`src/rtl/seg_msg_sequencer.sv`:
```
// Plays a stored message of 7-seg character codes: each character is shown for
// HOLD_TICKS display ticks, then blanked for one tick; optional looping and pause.
module seg_msg_sequencer #(
  parameter int TICK_DIV   = 2,
  parameter int HOLD_TICKS = 3
) (
  input  logic       clk_2,
  input  logic       reset,
  input  logic       wr_en,
  input  logic [3:0] wr_addr,
  input  logic [5:0] wr_data,
  input  logic [4:0] msg_len,
  input  logic       start,
  input  logic       loop,
  input  logic       pause,
  output logic [5:0] code,
  output logic       code_valid,
  output logic [3:0] idx,
  output logic       busy,
  output logic       done
);

  localparam int PW = (TICK_DIV > 1) ? $clog2(TICK_DIV) : 1;
  localparam int HW = (HOLD_TICKS > 1) ? $clog2(HOLD_TICKS) : 1;

  typedef enum logic [1:0] {IDLE, SHOW, GAP, DONE} state_t;

  state_t          state_q, state_d;
  logic [5:0]      mem_q [16];
  logic [5:0]      code_q, code_d;
  logic [3:0]      idx_q, idx_d;
  logic [4:0]      len_q, len_d;
  logic [PW-1:0]   presc_q, presc_d;
  logic [HW-1:0]   hold_q, hold_d;
  logic            tick, last_hold, last_char;

  // Message memory has no reset so its contents survive a playback abort.
  always_ff @(posedge clk_2) begin
    if (wr_en) begin
      mem_q[wr_addr] <= wr_data;
    end
  end

  assign tick      = (presc_q == PW'(TICK_DIV - 1));
  assign last_hold = (hold_q == HW'(HOLD_TICKS - 1));
  assign last_char = ({1'b0, idx_q} == (len_q - 5'd1));

  always_comb begin
    state_d = state_q;
    code_d  = code_q;
    idx_d   = idx_q;
    len_d   = len_q;
    presc_d = presc_q;
    hold_d  = hold_q;
    case (state_q)
      IDLE: begin
        if (start && (msg_len != 5'd0)) begin
          len_d   = (msg_len > 5'd16) ? 5'd16 : msg_len;
          idx_d   = 4'd0;
          code_d  = mem_q[0];
          presc_d = '0;
          hold_d  = '0;
          state_d = SHOW;
        end
      end
      SHOW: begin
        if (!pause) begin
          if (tick) begin
            presc_d = '0;
            if (last_hold) begin
              hold_d  = '0;
              state_d = GAP;
            end else begin
              hold_d = hold_q + HW'(1);
            end
          end else begin
            presc_d = presc_q + PW'(1);
          end
        end
      end
      GAP: begin
        if (!pause) begin
          if (tick) begin
            presc_d = '0;
            // Code is only reloaded here, so writes to the shown slot wait for the next visit.
            if (!last_char) begin
              idx_d   = idx_q + 4'd1;
              code_d  = mem_q[idx_q + 4'd1];
              state_d = SHOW;
            end else if (loop) begin
              idx_d   = 4'd0;
              code_d  = mem_q[0];
              state_d = SHOW;
            end else begin
              state_d = DONE;
            end
          end else begin
            presc_d = presc_q + PW'(1);
          end
        end
      end
      DONE: begin
        state_d = IDLE;
      end
      default: begin
        state_d = IDLE;
      end
    endcase
  end

  always_ff @(posedge clk_2 or posedge reset) begin
    if (reset) begin
      state_q <= IDLE;
      code_q  <= 6'd0;
      idx_q   <= 4'd0;
      len_q   <= 5'd0;
      presc_q <= '0;
      hold_q  <= '0;
    end else begin
      state_q <= state_d;
      code_q  <= code_d;
      idx_q   <= idx_d;
      len_q   <= len_d;
      presc_q <= presc_d;
      hold_q  <= hold_d;
    end
  end

  assign code       = code_q;
  assign code_valid = (state_q == SHOW);
  assign idx        = idx_q;
  assign busy       = (state_q == SHOW) || (state_q == GAP);
  assign done       = (state_q == DONE);

endmodule
```
`config.mk`:
```
export PLATFORM = sky130hd
export DESIGN_NAME = seg_msg_sequencer
export DESIGN_NICKNAME = d
export VERILOG_FILES = /design/src/rtl/seg_msg_sequencer.sv
export SDC_FILE = /design/constraint.sdc
export NUM_CORES = 1
export LEC_CHECK = 0
export ABC_AREA = 1
export BUFFER_PORTS_ARGS = -buffer_cell sky130_fd_sc_hd__buf_2
export CORE_MARGIN = 2
export CORE_UTILIZATION = 55
export DETAILED_ROUTE_END_ITERATION = 16
export PLACE_DENSITY = 0.73
export SLEW_MARGIN = 20
export SYNTH_ARGS = -nofsm -noshare
export SYNTH_HDL_FRONTEND = slang
export SYNTH_SLANG_ARGS = --single-unit
```
`constraint.sdc`:
```
create_clock -name clk_2 -period 1.9 [get_ports clk_2]
set_input_delay 0.19 -clock clk_2 [delete_from_list [all_inputs] [get_ports clk_2]]
set_output_delay 0.19 -clock clk_2 [all_outputs]
set_load 0.01 [all_outputs]
```
# Yosys cells after proc, flatten, opt, wreduce, memory -nomap -nowiden
# Memories as Yosys holds them, arrays and structs flattened.
# Cells that the tools add are included.
[totals]
ff_bits = 20
latchBits = 0
mem_bits_rw = 96
mem_bits_ro = 0
input_bits = 21
out_inout_bits = 13
wordCells = 71
n_memories = 1
[mem_list]
columns = ["memory", "words", "word_bits", "rd", "rd_clocked_by_memory_dff", "wr", "line", "source"]
rows = [
  ["mem_q", 16, 6, 2, 0, 1, "29", "logic [5:0] mem_q [16];"],
]
[classes]
add_sub_neg = 4
mul = 0
div = 0
magnitude_cmp = 1
n_eq_ne = 13
shift = 0
muxes = 33
n_bitwise = 0
n_reduce_logical = 13
[op_table]
columns = ["operator", "n"]
rows = [
  ["$mux W6", 5],
  ["$mux W2", 12],
  ["$mux W4", 5],
  ["$pmux W6 S2", 1],
  ["$ne A2 B2 Y1 const B", 5],
  ["$pmux W2 S4", 1],
  ["$pmux W4 S2", 1],
  ["$eq A2 B2 Y1 const B", 3],
  ["$reduce_and A6 Y1", 1],
  ["$reduce_bool A2 Y1", 3],
  ["$eq A4 B5 Y1", 1],
  ["$gt A5 B5 Y1 const B", 1],
  ["$mux W1", 5],
  ["$mux W5", 1],
  ["$reduce_and A5 Y1", 1],
  ["$reduce_bool A5 Y1", 1],
  ["$sub A5 B1 Y5 const B", 1],
  ["$add A4 B1 Y4 const B", 1],
  ["$ne A2 B1 Y1 const B", 2],
  ["$pmux W2 S2", 1],
  ["$reduce_and A4 Y1", 1],
  ["$ne A3 B3 Y1 const B", 1],
  ["$reduce_and A3 Y1", 1],
  ["$add A2 B1 Y2 const B", 1],
  ["other kinds (8)", 8],
]

# Logic depth before layout (Yosys ltp)
# Gate-level depths: netlist of run 1.
[depth]
depth_word = 6
mapped_depth = 13

# Worst setup path after synthesis of run 1
# OpenSTA, ideal clock, no wires.
[synth_timing]
path_type = "register to register"
from = "reg idx_q[1] (netlist: idx[1])"
to = "reg code_q[3] (netlist: code[3])"
setup_time_ps = 65
arrival_ps = 1643
required_time_ps = 1835
path_slack_ps = 193
path_stages_with_launch = 12
n_path_buf = 2
path_cell_list = "dfrtp_1 ha_1 buf_2 clkbuf_1 nand3_1 nand3_1 nand3_1 nand2_1 inv_1 nand2_1 nand3_1 nand2_1"
[synth_between]
elab_chain_len = 6
[synth_rtl]
columns = ["item", "line", "source"]
rows = [
  ["start: declaration", "31", "logic [3:0] idx_q, idx_d;"],
  ["start signal: assignment", "122", "idx_q <= idx_d;"],
  ["$add A4 B1 Y4", "88", "code_d = mem_q[idx_q + 4'd1];"],
  ["$mem_v2 Z16 W6", "--", ""],
  ["$mux W6", "86", "if (!last_char) begin"],
  ["$mux W6", "83", "if (tick) begin"],
  ["$mux W6", "82", "if (!pause) begin"],
  ["$pmux W6 S2", "55", "case (state_q)"],
  ["end signal: assignment", "121", "code_q <= code_d;"],
  ["end: declaration", "30", "logic [5:0] code_q, code_d;"],
]
# Several ways; a longest one is shown, not always the timed one. The select of a mux whose other input is x is not followed.
# A chain may end at the register's enable or synchronous reset.

# Worst setup path in the final report of run 1
[layout_timing]
from = "reg len_q[0]"
to = "reg idx_q[0] (netlist: idx[0])"
[layout_between]
elab_chain_len = 6
[layout_rtl]
columns = ["item", "line", "source"]
rows = [
  ["start: declaration", "32", "logic [4:0] len_q, len_d;"],
  ["start signal: assignment", "123", "len_q <= len_d;"],
  ["$sub A5 B1 Y5 *", "46", "assign last_char = ({1'b0, idx_q} == (len_q - 5'd1));"],
  ["$eq A4 B5 Y1 *", "46", ""],
  ["$mux W4", "86", ""],
  ["$mux W4", "83", ""],
  ["$mux W4", "82", ""],
  ["$pmux W4 S2", "55", ""],
]
# Mark *: on every way between the ends. The rest lies on a longest branch, timed or not. The select of a mux whose other input is x is not followed.

==> impl_metrics.csv, run 1 <==
group,metric,value,unit
place,place_hpwl,8.03,mm
timing,maxSlewHeadroom,47.9,%
yosys,ys_seq_elements,116,
clock_tree,insertion_delay,530,ps
pwr,power_density,1440,nW/um2
global_route,grt_pass1_wl,19.6,mm
yosys,syn_area,5460,um2
timing,setup_tns,0,ps
clock_tree,cts_inserted_buffers,17,
yosys,yosys.area.top_type,"edfxtp_1",
pwr,leakage,3.01,nW
finish,layout.nets,681,
global_route,grt_max_degree,45,
critical_path,path_class,"reg -> reg",
finish,final_core_util,68.2,%
finish,syn2layout_area_growth,21.1,%
yosys,ys_seq_area_share,62.0,%
die,die_w,104,um
timing,setup_viol,0,
clock_tree,cts.sinks,116,
route,routed_via_density,5.12,
timing,finalCritPeriodShare,94.6,%
clock_tree,cts_tree,"done",
die,die_height,104,um
route,met2_length,6.12,mm
route,antenna_left,0,
yosys,yosysUniqueCellTypes,26,
critical_path,path_common_cell,"nand2_1",
clock_tree,root_buffer,"clkbuf_8",
critical_path,crit_path_start_kind,"register",
timing,fmax,0.556,GHz
route,wl_per_cell,15.2,um
route,wl_met1,4.94,mm
die,start_util,56.4,%
min_path,min_path_cells,4,
pwr,design_power_total,0.00950,W
clock_tree,clockBufferDepth,2,
global_route,grt_pass1_vias,4108,
clock_tree,clk_pin_slew,60,ps
yosys,synth_top_area_share,52.8,%
finish,layout-drive-gt1-share,15.6,%
route,routed_wl,12.1,mm
die,rows,36,
route,drc,0,
die,io_pins,34,
yosys,syn-num-nets,617,
yosys,yosys_warnings,0,
route,firstDrtPassIters,7,
flow_run,drv_cap,0,
yosys,syn_inst,589,
timing,skew,7.28,ps
pwr,ir_drop,0.720,mV
timing,min_period,1800,ps
critical_path,cp-end-kind,"register",
run_status,outcome,"finished clean",
clock_tree,ctsHtreeMaxLevel,4,
min_path,min_path_type,"in -> reg",
critical_path,path_buf_inv,3,
finish,final_cell_mix,"nand2_1, inv_1, edfxtp_1",
global_route,overflow,0,
route,drt_iter0_markers,225,
global_route,track_usage,23.9,%
route,vias,4087,
yosys,avgSynthCellArea,9.27,um2
critical_path,cp_num_cells,13,
critical_path,slowest_delay,380,ps
critical_path,worst_ep_arrival_time,2240,ps
yosys,synth_area_leaders,"edfxtp_1, nand2_1, dfrtp_1",
timing,finalMaxSlewViolations,0,
route,wl_met3,758,um
die,dieArea,10700,um2
timing,hold_viol_final,0,
route,routed.top_layer,"met4",
die,core_area,9680,um2
place,port_buffers,33,
critical_path,path_delay_family,"simple AND/OR/NAND/NOR gates",
place,place.gp.congestion,0.927,
critical_path,ff2ff_path_depth,13,
timing,worstMarginPinSlew,780,ps
finish,antenna_cells,0,
critical_path,required,2350,ps
critical_path,cp_slowest_cell,"dfrtp_1",
finish,final_common_cell,"nand2_1",
critical_path,critPathMaxFanout,5,
critical_path,crit_chain,"inv_2, ha_4, inv_1, nand2_1, nand2_1, nor2_1, nand2_1, nor2_4, nand3_2, nand2_4, buf_4, nand2_1, o21ai_1",
global_route,antenna_found_initial,0,
[repair_timing]
item,CTS,global route
setup buffers,0,3
hold endpoints to repair,25,0
setup endpoints to repair,0,9
gates resized for setup,0,18
hold buffers,6,0
[Yosys cell counts]
| master | instances |
|---|---|
| nor2_1 | 17 |
| xnor2_1 | 1 |
| clkbuf_1 | 3 |
| buf_2 | 12 |
| dfrtp_1 | 20 |
| clkinv_1 | 1 |
| o211ai_1 | 1 |
| o21ai_0 | 9 |
| buf_6 | 3 |
| edfxtp_1 | 96 |
| a21oi_2 | 1 |
| nand4_1 | 1 |
| nand3_1 | 89 |
| inv_2 | 1 |
| inv_1 | 103 |
| nand2_1 | 194 |
| a21oi_1 | 6 |
| nor3_1 | 10 |
| nand2_2 | 1 |
| nand3b_1 | 1 |
| buf_4 | 1 |
| xor2_1 | 3 |
| o21ai_1 | 3 |
| nor2_2 | 2 |
| ha_1 | 7 |
| a31oi_1 | 3 |
[final cells by class]
cell class,count,area [um2]
sequential,116,3380
fill,728,3080
multi-input combinational,349,1630
timing repair buffer,64,449
clock buffer,17,414
inverter,105,397
clock inverter,15,171
tap,133,166
[metal layers]
metal / track usage [%] / vias to the layer above
met4: 9.75 / 0
met3: 6.92 / 30
met2: 40.0 / 138
li1: - / 2021
met1: 29.2 / 1898
met5: 0 / -
[cell families (layout without fill, tap and decap cells)]
kind of cell / count (synthesis) / after routing / share of synthesized area, %
AND/OR/NAND/NOR: 315 / 315 / 24.2
buffers and inverters: 124 / 201 / 9.28
flip-flops: 116 / 116 / 62.0
AO/OA/AOI/OAI: 23 / 23 / 2.29
adder cells (fa/ha/maj): 7 / 7 / 1.60
XOR/XNOR: 4 / 4 / 0.642
[worst register-to-register path, cell delays in order (launching register included)]
cell	delay (ps)
dfrtp_1	380
inv_2	80
ha_4	260
inv_1	40
nand2_1	60
nand2_1	50
nor2_1	90
nand2_1	90
nor2_4	170
nand3_2	120
nand2_4	130
buf_4	120
nand2_1	40
o21ai_1	90
[final timing paths]
kind                          start       end  slack, ps
setup / recovery           len_q[0]    idx[0]        100
hold / removal                pause   presc_q         30
setup reg to reg           len_q[0]    idx[0]        100
hold reg to reg             code[5]   code[5]        480
max in group asynchronous     reset    idx[0]       1010
min in group asynchronous     reset  len_q[4]        340
[flip-flops by register name (all words and copies together) (netlist names)]
name,count
presc_q,1
mem_q,96
idx,4
len_q,5
state_q,2
code,6
hold_q,2
[stage by stage]
step / area [um2] / instances / hold WS [ps] / worst slack (ps)
floorplan: 5460 / 589 / 154 / 193
global placement: 5870 / 758 / 348 / 160
detailed placement: 5870 / 758 / 370 / 84.4
CTS: 6510 / 796 / 12.7 / 63.0
global route: 6610 / 799 / 66.1 / -18.0
finish: 6610 / 799 / 25.3 / 102
[where the power goes]
| group | internal, W | switching [W] | total, W | leakage (nW) |
|---|---|---|---|---|
| logic | 0.00118 | 0.00205 | 0.00324 | 1.61 |
| clock network | 0.00190 | 0.00123 | 0.00313 | 0.286 |
| registers | 0.00299 | 0.000148 | 0.00314 | 1.12 |
| total | 0.00607 | 0.00343 | 0.00950 | 3.01 |
Power figures use the tool's default switching activity.
==> run 2, diff against run 1 <==
--- a/config.mk
+++ b/config.mk
@@ -11,6 +11,7 @@
 export CORE_UTILIZATION = 55
 export DETAILED_ROUTE_END_ITERATION = 16
 export PLACE_DENSITY = 0.73
+export REMOVE_ABC_BUFFERS = 1
 export SLEW_MARGIN = 20
 export SYNTH_ARGS = -nofsm -noshare
 export SYNTH_HDL_FRONTEND = slang
==> impl_metrics.csv, run 2 (same netlist as run 1, synthesis figures left out) <==
group,metric,value,unit
route,drt_iter0_markers,372,
die,core_area,9680,um2
critical_path,slowest_delay,440,ps
finish,final_core_util,68.0,%
die,start_util,56.4,%
flow_run,drv_cap,0,
pwr,p_int,0.00614,W
clock_tree,cts.sinks,116,
finish,syn2layout_area_growth,20.6,%
clock_tree,ctsHtreeMaxLevel,4,
place,place.gp.congestion,0.900,
clock_tree,root_buffer,"clkbuf_8",
finish,largest_reg_flops,96,
pwr,leakage,3.00,nW
critical_path,path_class,"reg -> out",
place,port_buffers,33,
place,post_dp_cell_area,5860,um2
route,routed_wl,11.9,mm
pwr,power_density,1420,nW/um2
critical_path,path_delay_family,"buffers and inverters",
timing,finalCritPeriodShare,95.8,%
die,io_pins,34,
clock_tree,clk_pin_slew,50,ps
critical_path,crit_chain,"buf_4, buf_2",
global_route,track_usage,23.1,%
route,routed_via_density,5.13,
timing,finalMaxSlewViolations,0,
timing,setup_slack,80.5,ps
critical_path,crit_path_start_kind,"register",
timing,fmax,0.550,GHz
finish,layout.nets,678,
timing,setup_viol,0,
global_route,grt_max_degree,49,
critical_path,regToRegSetupSlack,100,ps
pwr,switching_share,34.4,%
finish,final_common_cell,"nand2_1",
die,die_height,104,um
critical_path,worst_ep_arrival_time,1630,ps
timing,skew,5.07,ps
critical_path,cp-end-kind,"output pin",
run_status,outcome,"finished clean",
timing,holdWs,71.0,ps
timing,min_period,1820,ps
finish,layout-drive-gt1-share,15.2,%
route,vias,4081,
place,place_hpwl,7.53,mm
min_path,min_path_type,"in -> reg",
timing,hold_viol_final,0,
pwr,p_switching,0.00322,W
pwr,clock_power_share,32.4,%
pwr,ir_drop,0.721,mV
pwr,power_frac_comb,34.1,%
die,die_w,104,um
timing,maxSlewHeadroom,50.8,%
route,wl_per_cell,15.0,um
clock_tree,cts_tree,"done",
pwr,seq_power_share,33.5,%
route,drc,0,
clock_tree,insertion_delay,510,ps
global_route,grt_pass1_wl,19.1,mm
die,dieArea,10700,um2
clock_tree,clockBufferDepth,2,
critical_path,path_buf_inv,2,
finish,antenna_cells,0,
place,place_ws,60.2,ps
pwr,design_power_total,0.00936,W
route,antenna_left,0,
critical_path,cp_slowest_cell,"dfrtp_2",
route,firstDrtPassIters,5,
timing,worstMarginPinSlew,738,ps
global_route,antenna_found_initial,0,
critical_path,critPathMaxFanout,43,
clock_tree,cts_inserted_buffers,17,
global_route,overflow,0,
global_route,grt_pass1_vias,4045,
finish,stdcell_area,6580,um2
finish,largest-register,"mem_q",
finish,final_cell_mix,"nand2_1, inv_1, edfxtp_1",
critical_path,required,1710,ps
die,rows,36,
==> run 2: changes by cell type in the layout (fill, tap and decap cells not counted), sizes merged <==
cell      change
clkinvlp      +1
clkbuf        +4
inv           -6
bufinv        +1
buf           -3
==> run 2: cell type report <==
type	instances	area (um2)
Sequential cell	116	3380
Fill cell	703	3100
Multi-Input combinational cell	349	1640
Timing Repair Buffer	61	432
Clock buffer	21	429
Inverter	105	394
Tap cell	133	166
Clock inverter	11	135
==> run 2: what timing repair did <==
action,4_1_cts,5_1_grt
endpoints found under the hold margin,25,0
setup endpoints to repair,0,11
setup buffers,0,3
hold buffers,6,0
gates resized for setup,0,17
==> run 2: per-stage QoR <==
step,TNS [ps],std cells
after global placement,0,755
after floorplan,-9620,570
final,0,796
after detailed placement,0,755
after CTS,0,793
after global routing,-52.6,796
==> run 2: power by group through the flow <==
stage               Clock [W]  Sequential, W  Combinational, W
floorplan                   0        0.00326           0.00186
global placement            0        0.00316           0.00283
detailed placement          0        0.00317           0.00292
CTS                   0.00304        0.00312           0.00297
global route          0.00316        0.00317           0.00357
finish                0.00304        0.00313           0.00319
==> run 2: tightest hold or removal path, cell delays in order <==
cell and delay, ps:
buf_2 100, nand2_1 60, o211ai_1 110, a21oi_1 80
==> run 2: final timing paths <==
| kind | cells after the start | endpoint | start |
|---|---|---|---|
| worst max-delay path | 2 | idx[0] | idx[0] |
| worst min-delay path | 4 | presc_q | pause |
| max in group asynchronous | 3 | idx[0] | reset |
| min in group asynchronous | 3 | len_q[0] | reset |
| worst max register to register | 10 | code[2] | idx[0] |
| worst min register to register | 2 | code[3] | code[3] |
==> run 2: routing by layer <==
layer	track usage [%]	share of wire, %
met1	27.4	41
met2	40.4	51
met3	5.85	5.6
met4	8.98	2.5
met5	0	0
